### src/rtl/i2c_resp_collector_pkg.sv
// i2c_resp_collector_pkg: shared constants and FSM encoding for the response collector
package i2c_resp_collector_pkg;
  localparam int N = 12;
  localparam int CH_W = $clog2(N);
  localparam logic [7:0] SOF = 8'hA5;
  typedef enum logic [2:0] {IDLE, LATCH, HDR_SOF, HDR_CH, HDR_LEN, PAYLOAD, CSUM} state_t;
endpackage

### src/rtl/i2c_resp_collector_if.sv
// i2c_resp_collector_if: slave-FIFO side and host byte stream of the response collector
interface i2c_resp_collector_if;
  import i2c_resp_collector_pkg::*;
  logic [N-1:0] have_msg_bus;
  logic [N-1:0] busy_bus;
  logic [N-1:0] s_rdreq_bus;
  logic [7:0] len;
  logic [7:0] s_dout;
  logic [7:0] tx_data;
  logic tx_valid;
  logic tx_ready;
  logic busy;
  logic err_underrun;
  modport master (
    input have_msg_bus, busy_bus, len, s_dout, tx_ready,
    output s_rdreq_bus, tx_data, tx_valid, busy, err_underrun
  );
  modport slave (
    output have_msg_bus, busy_bus, len, s_dout, tx_ready,
    input s_rdreq_bus, tx_data, tx_valid, busy, err_underrun
  );
endinterface

### src/rtl/i2c_resp_collector_rr_arbiter.sv
// i2c_resp_collector_rr_arbiter: round-robin grant, first request scanning upward from ptr+1 with wrap
module i2c_resp_collector_rr_arbiter #(
  parameter int N = 12,
  parameter int CH_W = 4
) (
  input  logic [N-1:0]    req,
  input  logic [CH_W-1:0] ptr,
  output logic [CH_W-1:0] grant,
  output logic            any_grant
);
  // Scan farthest first so the nearest request past ptr wins.
  always_comb begin
    grant = '0;
    for (int k = N; k >= 1; k--)
      if (req[(int'(ptr) + k) % N]) grant = CH_W'((int'(ptr) + k) % N);
  end
  assign any_grant = |req;
endmodule

### src/rtl/i2c_resp_collector.sv
// i2c_resp_collector: arbitrates among channel FIFOs and frames one as SOF/id/len/payload/xor packet
module i2c_resp_collector
  import i2c_resp_collector_pkg::*;
(
  input logic clk,
  input logic n_rst,
  i2c_resp_collector_if.master bus
);
  state_t state_q, state_d;
  logic [CH_W-1:0] rr_ptr_q, rr_ptr_d, sel_q, sel_d, grant;
  logic [7:0] len_snap_q, len_snap_d, cnt_q, cnt_d, csum_q, csum_d, pay;
  logic urun_q, urun_d, any_grant, have_sel, last;
  i2c_resp_collector_rr_arbiter #(.N(N), .CH_W(CH_W)) u_arb (
    .req(bus.have_msg_bus & ~bus.busy_bus),
    .ptr(rr_ptr_q),
    .grant(grant),
    .any_grant(any_grant)
  );
  assign have_sel = bus.have_msg_bus[sel_q];
  assign pay = have_sel ? bus.s_dout : 8'h00;
  assign last = cnt_q == len_snap_q - 8'd1;
  always_comb begin
    state_d = state_q;
    rr_ptr_d = rr_ptr_q;
    sel_d = sel_q;
    len_snap_d = len_snap_q;
    cnt_d = cnt_q;
    csum_d = csum_q;
    urun_d = urun_q;
    bus.busy = state_q != IDLE;
    bus.tx_valid = state_q inside {HDR_SOF, HDR_CH, HDR_LEN, PAYLOAD, CSUM};
    bus.tx_data = state_q == HDR_SOF ? SOF :
                  state_q == HDR_CH  ? 8'(sel_q) :
                  state_q == HDR_LEN ? len_snap_q :
                  state_q == PAYLOAD ? pay : csum_q;
    bus.s_rdreq_bus = (state_q == PAYLOAD && have_sel && bus.tx_ready) ?
                      {{(N-1){1'b0}}, 1'b1} << sel_q : '0;
    bus.err_underrun = state_q == PAYLOAD && !have_sel && !urun_q;
    case (state_q)
      IDLE: if (any_grant) begin
        sel_d = grant;
        rr_ptr_d = grant;
        state_d = LATCH;
      end
      LATCH: begin
        len_snap_d = bus.len;
        cnt_d = '0;
        csum_d = '0;
        urun_d = 1'b0;
        state_d = bus.len == 8'd0 ? IDLE : HDR_SOF;
      end
      HDR_SOF: if (bus.tx_ready) state_d = HDR_CH;
      HDR_CH: if (bus.tx_ready) begin
        csum_d = csum_q ^ 8'(sel_q);
        state_d = HDR_LEN;
      end
      HDR_LEN: if (bus.tx_ready) begin
        csum_d = csum_q ^ len_snap_q;
        state_d = PAYLOAD;
      end
      PAYLOAD: begin
        urun_d = urun_q | !have_sel;
        if (bus.tx_ready) begin
          cnt_d = cnt_q + 8'd1;
          csum_d = csum_q ^ pay;
          state_d = last ? CSUM : PAYLOAD;
        end
      end
      CSUM: if (bus.tx_ready) state_d = IDLE;
      default: state_d = IDLE;
    endcase
  end
  always_ff @(posedge clk or negedge n_rst)
    if (!n_rst) begin
      state_q <= IDLE;
      rr_ptr_q <= CH_W'(N - 1);
      sel_q <= '0;
      len_snap_q <= '0;
      cnt_q <= '0;
      csum_q <= '0;
      urun_q <= 1'b0;
    end else begin
      state_q <= state_d;
      rr_ptr_q <= rr_ptr_d;
      sel_q <= sel_d;
      len_snap_q <= len_snap_d;
      cnt_q <= cnt_d;
      csum_q <= csum_d;
      urun_q <= urun_d;
    end
endmodule

### src/flat_wrapper.sv
// flat-port wrapper written by rule: the top's interface ports become plain ports
module i2c_resp_collector_flat import i2c_resp_collector_pkg::*;
  (clk, n_rst, bus_have_msg_bus, bus_busy_bus, bus_len, bus_s_dout, bus_tx_ready, bus_s_rdreq_bus, bus_tx_data, bus_tx_valid, bus_busy, bus_err_underrun);
  i2c_resp_collector_if bus_i ();
  input logic clk;
  input logic n_rst;
  input wire logic [$bits(bus_i.have_msg_bus)-1:0] bus_have_msg_bus;
  input wire logic [$bits(bus_i.busy_bus)-1:0] bus_busy_bus;
  input wire logic [$bits(bus_i.len)-1:0] bus_len;
  input wire logic [$bits(bus_i.s_dout)-1:0] bus_s_dout;
  input wire logic [$bits(bus_i.tx_ready)-1:0] bus_tx_ready;
  output wire logic [$bits(bus_i.s_rdreq_bus)-1:0] bus_s_rdreq_bus;
  output wire logic [$bits(bus_i.tx_data)-1:0] bus_tx_data;
  output wire logic [$bits(bus_i.tx_valid)-1:0] bus_tx_valid;
  output wire logic [$bits(bus_i.busy)-1:0] bus_busy;
  output wire logic [$bits(bus_i.err_underrun)-1:0] bus_err_underrun;
  assign bus_i.have_msg_bus = bus_have_msg_bus;
  assign bus_i.busy_bus = bus_busy_bus;
  assign bus_i.len = bus_len;
  assign bus_i.s_dout = bus_s_dout;
  assign bus_i.tx_ready = bus_tx_ready;
  assign bus_s_rdreq_bus = bus_i.s_rdreq_bus;
  assign bus_tx_data = bus_i.tx_data;
  assign bus_tx_valid = bus_i.tx_valid;
  assign bus_busy = bus_i.busy;
  assign bus_err_underrun = bus_i.err_underrun;
  i2c_resp_collector u_core (.clk(clk), .n_rst(n_rst), .bus(bus_i));
endmodule
### config.mk
export PLATFORM = sky130hd
export DESIGN_NAME = i2c_resp_collector_flat
export DESIGN_NICKNAME = d
export VERILOG_FILES = /design/src/rtl/i2c_resp_collector_pkg.sv /design/src/rtl/i2c_resp_collector_if.sv /design/src/rtl/i2c_resp_collector_rr_arbiter.sv /design/src/rtl/i2c_resp_collector.sv /design/src/flat_wrapper.sv
export SDC_FILE = /design/constraint.sdc
export NUM_CORES = 1
export LEC_CHECK = 0
export CAP_MARGIN = 20
export CORE_MARGIN = 5
export CORE_UTILIZATION = 63
export CTS_BUF_LIST = sky130_fd_sc_hd__clkbuf_4
export DETAILED_ROUTE_END_ITERATION = 10
export PLACE_DENSITY = 0.95
export SYNTH_ARGS = -nofsm -noshare
export SYNTH_HDL_FRONTEND = slang
export SYNTH_SLANG_ARGS = --single-unit
### constraint.sdc
create_clock -name clk -period 8.2 [get_ports clk]
set_input_delay 2.46 -clock clk [delete_from_list [all_inputs] [get_ports clk]]
set_output_delay 2.46 -clock clk [all_outputs]
set_load 0.01 [all_outputs]
## After elaboration in Yosys (flattened, before gate mapping)

Index checks and enable logic that the tools add are counted.

- Bits in registers: 36
- Bits of input ports: 43
- Output and inout bits: 23
- Logic and storage cells: 155

- Add/sub/neg operators: 14
- Divide/modulo/power cells: 12
- Order comparisons: 13
- Eq/ne operators: 13
- Shift operators: 1
- Multiplexer cells: 72
- Bitwise operators: 6
- Reductions and logical operators: 17

Operators with widths:

| operator | number |
|---|---|
| 32-bit by 6-bit less-than comparator with 1-bit output (second input constant) | 12 |
| 32-bit by 5-bit remainder unit with 32-bit output (second input constant) | 12 |
| 8-bit 2-to-1 mux | 9 |
| 1-bit binary-select mux with 4-bit select | 13 |
| 4-bit 2-to-1 mux | 12 |
| 8-bit case mux with 4 select lines | 1 |
| 4-bit by 4-bit adder with 5-bit output (second input constant) | 5 |
| 1-bit 2-to-1 mux | 25 |
| 3-bit case mux with 7 select lines | 1 |
| 4-bit by 3-bit adder with 5-bit output (second input constant) | 4 |
| 3-bit 2-to-1 mux | 6 |
| 8-bit case mux with 2 select lines | 1 |
| 8-bit bitwise XOR | 2 |
| 12-bit bitwise AND | 1 |
| 12-bit 2-to-1 mux | 1 |
| 12-bit NOT | 1 |
| 12-bit OR reduction | 1 |
| 1-bit by 4-bit left shift with 12-bit output (first input constant) | 1 |
| 4-bit by 2-bit adder with 5-bit output (second input constant) | 2 |
| 2-bit != test (second input constant) | 5 |
| 3-bit == test (second input constant) | 3 |
| 8-bit by 1-bit adder with 8-bit output (second input constant) | 1 |
| 8-bit == test | 1 |
| 8-bit zero test | 1 |
| 20 further kinds | 27 |

## Longest topological paths before layout

- Depth in word-level cells: 17
- Mapped depth: 17
- Mapped depth without buffers: 15

## By module

A second synthesis with hierarchy kept.

- Cell total of the unflattened synthesis: 672
- Area, all modules: 5,277.6 um^2

By module, submodules not included:

| module | instances | cells an instance | area each (um^2) | seq. area each (um^2) |
|---|---|---|---|---|
| i2c_resp_collector | 1 | 336 | 2,723.9 | 879.6 |
| i2c_resp_collector_rr_arbiter | 1 | 336 | 2,553.7 | 0.0 |

## Least setup slack after synthesis

Ideal clock, no wire load.

- Path type: input port to output port
- Start point: input port bus_have_msg_bus[9]
- End point: output port bus_s_rdreq_bus[1]
- Data arrival time: 4.003 ns
- Required time: 5.740 ns
- Setup slack: 1.737 ns
- Stages on the path: 7
- Buffers on the path: 0
- Cell sequence: mux4_2 -> mux2i_1 -> o22ai_1 -> and2_1 -> nand2_1 -> nor3b_1 -> nor3b_1

- Cells in the longest elaborated chain, start to end: 5

RTL lines:

| element | line | source |
|---|---|---|
| start: declaration | flat_wrapper.sv:7 | `input wire logic [$bits(bus_i.have_msg_bus)-1:0] bus_have_msg_bus;` |
| 1-bit binary-select mux with 4-bit select | i2c_resp_collector.sv:19 | `assign have_sel = bus.have_msg_bus[sel_q];` |
| 1-bit 2-to-1 mux (implied by the code) | i2c_resp_collector.sv:19 |  |
| 1-bit logical AND (2 in a row) | i2c_resp_collector.sv:36 | `bus.s_rdreq_bus = (state_q == PAYLOAD && have_sel && bus.tx_ready) ?` |
| 12-bit 2-to-1 mux | i2c_resp_collector.sv:36 |  |
| end: declaration | flat_wrapper.sv:12 | `output wire logic [$bits(bus_i.s_rdreq_bus)-1:0] bus_s_rdreq_bus;` |

No other way between the ends. The select of a mux whose other input is x is not followed.

## Worst setup path in the final report

- Start point: input port bus_have_msg_bus[8]
- End point: output port bus_s_rdreq_bus[1]

Same word-level chain as after synthesis.

==> metrics.yaml <==
holdBufCountCts: 0
timing.rr.start: "u_core.rr_ptr_q[2]"
grt_max_degree: 36
grt_pass1_vias: 5694
antenna_found_initial: 0
critical_path.max_fanout: 9
wl_per_cell_um: 19.9
io_pins: 66
coreArea_um2: 8220
drive_above_1_share_pct: 8.31
synth_enable_flop_cells: 0
timing.final.hold_violations: 0
h-tree-depth: 2
drt_iter0_markers: 477
crit_path_start: "bus_have_msg_bus[8]"
rsz0062_at_grt: "false"
fin_worst_skew_ps: 9.30
cts_setup_buffers: 0
die_w_um: 102
synth_common_cells: "nand2_1, o21ai_0, nor2_1, ha_1"
synth_cells: 688
numClockSinks: 35
endpoint: "bus_s_rdreq_bus[1]"
overflow: 0
tightest_slew_ps: 865
vias_per_cell: 6.84
r2r_end: "u_core.sel_q[0]"
rrSetupSlack_ps: 3180
hold_class: "flop to flop"
ant_nets: 0
cts_tree: "built"
die-area_um2: 10400
crit_arrival_ps: 5490
synth_top_area_cell: "dfrtp_1"
end_kind: "output pin"
yosys.cell_count.top_type: "nand2_1"
clk_latency_ps: 360
finalWorstSetupSlack_ps: 254
place_hpwl_um: 13000
yosys_warnings: 0
cap_violations: 0
cts_buffers: 5
max_slew_margin_pct: 42.0
start_util_pct: 64.8
cts_buffer_depth: 2
final_nets: 810
synth_area_um2: 5330
area_growth_pct: 13.6
crit_type: "primary input to output pin"
setup_violations: 0
start_kind: "primary input"
dr.pass1.iters: 5
ys_ff_latch: 35
tns_ps: 0
synth-seq-area-share_pct: 16.5
cts-resized-gates: 0
port_buffers: 65
status: "finished clean"
period_needed_ps: 7950
avgSynthCellArea_um2: 7.74
reg2reg_depth: 14
die_height_um: 102
yosys-top-cells-area: "dfrtp_1, ha_1, mux4_2"
cp.required_ps: 5740
synth_top_area_share_pct: 15.0
final_cells: 839
syn_nets: 765
cts_root_buf: "clkbuf_4"
rows: 33
clkTransAtPathRegs_ps: 110
synth_flop_cell: "dfrtp_1"
slew_violations: 0
vias: 5737
gp_congestion: 0.970
fmax_mhz: 126
drt_wl_total_um: 16700
synthArstFlopShare_pct: 100
final_core_util_pct: 73.7
place_ws_ps: 308
grt_pass1_wl_um: 27300
dp.cells: 831
fin_crit_sh_pct: 96.9
grt_usage_pct: 32.7
route.detailed.drc: 0
ys_types: 78
antennaDiodeCount: 0
==> state kept, by name, summed over array words and instances (netlist names) <==
name and flops:
u_core.state_q 3, u_core.csum_q 8, u_core.sel_q 3, u_core.len_snap_q 8, u_core.urun_q 1, u_core.cnt_q 8, u_core.rr_ptr_q 4
==> worst min path at each step <==
stage	startpoint	end	depth (start not counted)
after floorplan	u_core.urun_q	u_core.urun_q	2
after CTS	u_core.csum_q[7]	u_core.csum_q[7]	1
final	u_core.csum_q[1]	u_core.csum_q[1]	1
after global routing	u_core.csum_q[1]	u_core.csum_q[1]	1
after global placement	u_core.urun_q	u_core.urun_q	2
after detailed placement	u_core.csum_q[7]	u_core.csum_q[7]	1
==> layer usage <==
metal	vias to the layer above	part of all wire, %	GRT usage, %	routed length [um]
met2	335	46	52.6	7640
met3	47	9.4	6.48	1560
met5	-	0	0	0
li1	2657	-	-	-
met1	2698	43	44.4	7080
met4	0	2.3	10.3	377
==> area by class of cell <==
| cell class | instances | area [um2] |
|---|---|---|
| multi-input combinational | 591 | 4170 |
| fill | 606 | 2160 |
| sequential | 35 | 880 |
| timing repair buffer | 67 | 666 |
| tap | 105 | 131 |
| inverter | 33 | 124 |
| clock inverter | 3 | 43.8 |
| clock buffer | 5 | 37.5 |
==> placed cells by master, fill, tap and decap left out, drive strengths merged, types with 18 or more instances in the layout <==
cell | synthesis | final
ha | 34 | 34
nand3 | 23 | 23
nor2 | 53 | 53
nand2 | 80 | 80
o21ai | 56 | 56
clkdlybuf4s50 | 0 | 65
xnor2 | 20 | 20
a21oi | 35 | 35
nand2b | 22 | 22
nor3 | 20 | 20
nor2b | 24 | 24
inv | 32 | 32
dfrtp | 32 | 32
mux4 | 18 | 18
==> critical path, cell delays in order <==
cell,delay [ps]
clkdlybuf4s50_1,510
mux4_2,250
mux2i_1,90
o22ai_1,580
and2_1,320
nand2_1,120
nor3b_1,340
nor3b_1,230
clkdlybuf4s50_1,580
==> through the flow <==
| step | area (um2) | hold slack [ps] |
|---|---|---|
| detailed placement | 5970 | 506 |
| floorplan | 5330 | 451 |
| finish | 6050 | 540 |
| global route | 6050 | 573 |
| CTS | 6050 | 536 |
| global placement | 5970 | 470 |
==> logic make-up after synthesis <==
logic type | share of synthesized area [%]
AOI/OAI and AO/OA | 25.1
adders and majority gates | 7.99
DFF | 16.5
muxes | 11.7
xor gates and xnor gates | 5.26
buffers and inverters | 5.21
and+or+nand+nor | 28.2
Power is left out: the tool's default activity adds up to more than one toggle a clock period on the data nets, which glitch-free logic cannot reach.
